$ cat config.mk
export PLATFORM = sky130hd
export DESIGN_NAME = comparator_4bit_flat
export DESIGN_NICKNAME = d
export VERILOG_FILES = /design/src/rtl/comparator_4bit_if.sv /design/src/rtl/comparator_4bit.sv /design/src/flat_wrapper.sv
export SDC_FILE = /design/constraint.sdc
export NUM_CORES = 1
export LEC_CHECK = 0
export BUFFER_PORTS_ARGS = -buffer_cell sky130_fd_sc_hd__buf_2
export CAP_MARGIN = 20
export CORE_AREA = 2 2 39 41
export DETAILED_ROUTE_END_ITERATION = 10
export DIE_AREA = 0 0 41 43
export SYNTH_ARGS = -nofsm -noshare
export SYNTH_HDL_FRONTEND = slang
export SYNTH_SLANG_ARGS = --single-unit
$ cat constraint.sdc
create_clock -name clk -period 1.55 [get_ports clk]
set_clock_uncertainty 0.2 [all_clocks]
set_input_delay 0.2325 -clock clk [delete_from_list [all_inputs] [get_ports clk]]
set_output_delay 0.2325 -clock clk [all_outputs]
set_load 0.05 [all_outputs]
$ cat src/rtl/comparator_4bit_if.sv
// Operand, cascade and result bundle for one cascadable magnitude-comparator stage.
// The master drives operands and cascade inputs; the slave is the comparator stage itself.
interface comparator_4bit_if #(
    parameter int unsigned WIDTH = 4
) ();
    logic [WIDTH-1:0] a;
    logic [WIDTH-1:0] b;
    logic             i_a_gt_b;
    logic             i_a_eq_b;
    logic             i_a_lt_b;
    logic             o_a_gt_b;
    logic             o_a_eq_b;
    logic             o_a_lt_b;
    logic             o_cas_err;

    modport master (
        output a,
        output b,
        output i_a_gt_b,
        output i_a_eq_b,
        output i_a_lt_b,
        input  o_a_gt_b,
        input  o_a_eq_b,
        input  o_a_lt_b,
        input  o_cas_err
    );

    modport slave (
        input  a,
        input  b,
        input  i_a_gt_b,
        input  i_a_eq_b,
        input  i_a_lt_b,
        output o_a_gt_b,
        output o_a_eq_b,
        output o_a_lt_b,
        output o_cas_err
    );
endinterface

$ cat src/rtl/comparator_4bit.sv
// Cascadable unsigned magnitude comparator (74x85 style) with registered, one-hot results.
// Operand equality defers to the cascade inputs from the lower-significance stage.
module comparator_4bit #(
    parameter int unsigned WIDTH = 4
) (
    input logic                clk,
    input logic                rst,
    comparator_4bit_if.slave   bus
);

    logic mag_gt;
    logic mag_lt;
    logic gt_d, eq_d, lt_d, err_d;
    logic gt_q, eq_q, lt_q, err_q;

    // Unsigned relational compare is the MSB-first magnitude decision.
    always_comb begin
        mag_gt = (bus.a > bus.b);
        mag_lt = (bus.a < bus.b);
    end

    always_comb begin
        gt_d  = 1'b0;
        eq_d  = 1'b0;
        lt_d  = 1'b0;
        err_d = 1'b0;
        if (mag_gt) begin
            gt_d = 1'b1;
        end else if (mag_lt) begin
            lt_d = 1'b1;
        end else if (bus.i_a_eq_b) begin
            eq_d = 1'b1;
        end else if (bus.i_a_gt_b && !bus.i_a_lt_b) begin
            gt_d = 1'b1;
        end else if (bus.i_a_lt_b && !bus.i_a_gt_b) begin
            lt_d = 1'b1;
        end else begin
            // Illegal cascade code: report equal so the result stays one-hot.
            eq_d  = 1'b1;
            err_d = 1'b1;
        end
    end

    always_ff @(posedge clk) begin
        if (rst) begin
            gt_q  <= 1'b0;
            eq_q  <= 1'b1;
            lt_q  <= 1'b0;
            err_q <= 1'b0;
        end else begin
            gt_q  <= gt_d;
            eq_q  <= eq_d;
            lt_q  <= lt_d;
            err_q <= err_d;
        end
    end

    assign bus.o_a_gt_b  = gt_q;
    assign bus.o_a_eq_b  = eq_q;
    assign bus.o_a_lt_b  = lt_q;
    assign bus.o_cas_err = err_q;

endmodule

$ cat src/flat_wrapper.sv
// flat-port wrapper written by rule: the top's interface ports become plain ports
module comparator_4bit_flat 
#(
    parameter int unsigned WIDTH = 4
)
  (clk, rst, bus_a, bus_b, bus_i_a_gt_b, bus_i_a_eq_b, bus_i_a_lt_b, bus_o_a_gt_b, bus_o_a_eq_b, bus_o_a_lt_b, bus_o_cas_err);
  comparator_4bit_if #(.WIDTH(WIDTH)) bus_i ();
  input logic clk;
  input logic rst;
  input wire logic [$bits(bus_i.a)-1:0] bus_a;
  input wire logic [$bits(bus_i.b)-1:0] bus_b;
  input wire logic [$bits(bus_i.i_a_gt_b)-1:0] bus_i_a_gt_b;
  input wire logic [$bits(bus_i.i_a_eq_b)-1:0] bus_i_a_eq_b;
  input wire logic [$bits(bus_i.i_a_lt_b)-1:0] bus_i_a_lt_b;
  output wire logic [$bits(bus_i.o_a_gt_b)-1:0] bus_o_a_gt_b;
  output wire logic [$bits(bus_i.o_a_eq_b)-1:0] bus_o_a_eq_b;
  output wire logic [$bits(bus_i.o_a_lt_b)-1:0] bus_o_a_lt_b;
  output wire logic [$bits(bus_i.o_cas_err)-1:0] bus_o_cas_err;
  assign bus_i.a = bus_a;
  assign bus_i.b = bus_b;
  assign bus_i.i_a_gt_b = bus_i_a_gt_b;
  assign bus_i.i_a_eq_b = bus_i_a_eq_b;
  assign bus_i.i_a_lt_b = bus_i_a_lt_b;
  assign bus_o_a_gt_b = bus_i.o_a_gt_b;
  assign bus_o_a_eq_b = bus_i.o_a_eq_b;
  assign bus_o_a_lt_b = bus_i.o_a_lt_b;
  assign bus_o_cas_err = bus_i.o_cas_err;
  comparator_4bit #(.WIDTH(WIDTH)) u_core (.clk(clk), .rst(rst), .bus(bus_i));
endmodule
==> out/metrics.cfg <==
[synth]
synthCells=30
ys_types=17
ys_ff_latch=4
syn_nets=49
ys_seq_area_frac=0.2634
netlist_area_sq_um=304.0
syn_avg_cell_area_sq_um=10.13
ys_warn_count=0

[placed_design]
dp_slack_ns=0.03533
place_congestion=0.7345
port_buffers=16
dpl.hpwl_um=475.2

[clock_tree]
hold_buffers=1
numCtsBuffers=3
clk_transition_reported_paths_ns=0.04
cts_tree=done
cts-resized-gates=0
post-cts-setup-buffers=0
clk_path_buf_depth=2
cts_root_buf=clkbuf_4
clock-sinks=4
htreeDepth=1

[drt]
dr.pass1.iters=2
drtAntennaViolNets=0
post_drt_wl_per_cell_um=7.818
vias=269
viasPerCell=4.076
wl_um=516
drt_iter0_markers=1
drc_errors=0

[job]
drv_cap=0

[sta]
rsz0062_at_grt=no
fin_setup_tns_ns=0
fmax_mhz=776.0
finalHoldViolations=0
maxSlewHeadroom=0.8357
fin_crit_sh=0.8314
setup_ws_ns=0.2614
fin_crit_ns=1.289
timing.hold.ws_ns=0.1002
worst_pin_slew_ns=0.2482
slew_viol_final=0
finalSetupViolCount=0

[setup_path]
path_cells=dlygate4sd3_1 > buf_2 > nor2_1 > nand3_1 > a21oi_1
critPathLaunchType=input port
cp_slowest_cell=dlygate4sd3_1
critPathKind=input port to register
crit_path_max_fanout=4
cp_slowest_stage_delay_ns=0.53
path_buf_inv=2
cp.arrival_ns=1.25
critPathTopFamily=buffers and inverters
end_kind=register
cp.required_ns=1.51

[floorplanning]
die_height_um=43
placementRows=14
io_pins=17
start_util=0.2197
fp.dieW_um=41
dieArea_sq_um=1763
core_sq_um=1384

[power]
power_density_nw_per_um2=788.2
ir_drop_mv=0.1533
p_total_mw=0.3442
leakage_nw=0.2353

[global_route]
grt_max_degree=5
antenna_found_initial=0
grt_first_pass_wirelength_um=876
grt_overflow=0
grt_pass1_vias=260
globalRouteTotalUtil=0.07615

[final_layout]
utilization=0.3156
layout_commonest_cell=buf_2
drive_gt1_frac=0.5200
nets=71
area.growth.synth_to_final_pct=43.62
layout_common_cells=16 x buf_2, 6 x inv_1, 6 x ha_1
n_antenna_cell=0

[status]
status=completed

[min_path]
hp-class=input port to register

==> flip-flops by register name (all words and copies together), names as in the netlist <==
signal	cells
u_core.bus.o_a_eq_b	1
u_core.bus.o_a_gt_b	1
u_core.bus.o_a_lt_b	1
u_core.bus.o_cas_err	1
==> final cells by class <==
cell class	count	area, sq um
multi-input cells	20	201.4
well taps	16	20.02
clock buffers	3	22.52
inverters	6	22.52
fillers	158	947.2
repair buffers	17	90.09
flip-flops and latches	4	80.08
==> cell families after synthesis <==
family | count (synthesis) | synth area share
AND/OR/NAND/NOR | 7 | 0.1934
flip-flops | 4 | 0.2634
adder cells (fa/ha/maj) | 6 | 0.2469
AO/OA/AOI/OAI | 7 | 0.2222
buffers and inverters | 6 | 0.07407
==> routing by layer <==
layer	up-vias	wire length (um)	GRT usage
met5	-	0	0
met4	0	0	0.08000
met3	0	50	0.01571
met2	11	252	0.1063
met1	111	213	0.08626
li1	147	-	-
==> path summary, 6_finish.rpt <==
kind                      from                              end  slack [ns]  cells after the start
setup / recovery           rst  u_core.bus.o_cas_err$_SDFF_PP0_        0.26                      5
hold / removal    bus_i_a_eq_b   u_core.bus.o_a_eq_b$_SDFF_PP1_        0.10                      3
==> stage by stage <==
stage,instance area [sq um],std cells
after detailed placement,404.1,62
after global routing,436.7,66
after floorplan,304.0,30
after CTS,436.7,66
after global placement,404.1,62
final,436.7,66
==> cells in the mapped netlist <==
| master | count | area share |
|---|---|---|
| ha_1 | 6 | 0.25 |
| inv_1 | 6 | 0.074 |
| dfxtp_1 | 4 | 0.26 |
| a21oi_1 | 1 | 0.016 |
| a21oi_2 | 1 | 0.029 |
| a221oi_2 | 1 | 0.049 |
| a32o_1 | 1 | 0.033 |
| and4_4 | 1 | 0.037 |
| nand2b_1 | 1 | 0.021 |
| nand3_1 | 1 | 0.016 |
| nor2_1 | 1 | 0.012 |
| nor2b_1 | 1 | 0.021 |
| nor2b_4 | 1 | 0.045 |
| nor3b_2 | 1 | 0.041 |
| o211ai_2 | 1 | 0.041 |
| o21ai_1 | 1 | 0.016 |
| o21bai_2 | 1 | 0.037 |
==> where the power goes <==
part | internal, mW | switching, mW | total, mW | leakage [nW]
clock network | 0.0864 | 0.0390 | 0.125 | 0.0138
logic | 0.0462 | 0.0608 | 0.107 | 0.188
registers | 0.111 | 0.00137 | 0.112 | 0.0332
total | 0.243 | 0.101 | 0.344 | 0.235
==> worst min-delay path: stages <==
cell	delay, ns
buf_2	0.10
o21ai_1	0.08
o21bai_2	0.10
Note: power is estimated with default switching activity, not from simulation.
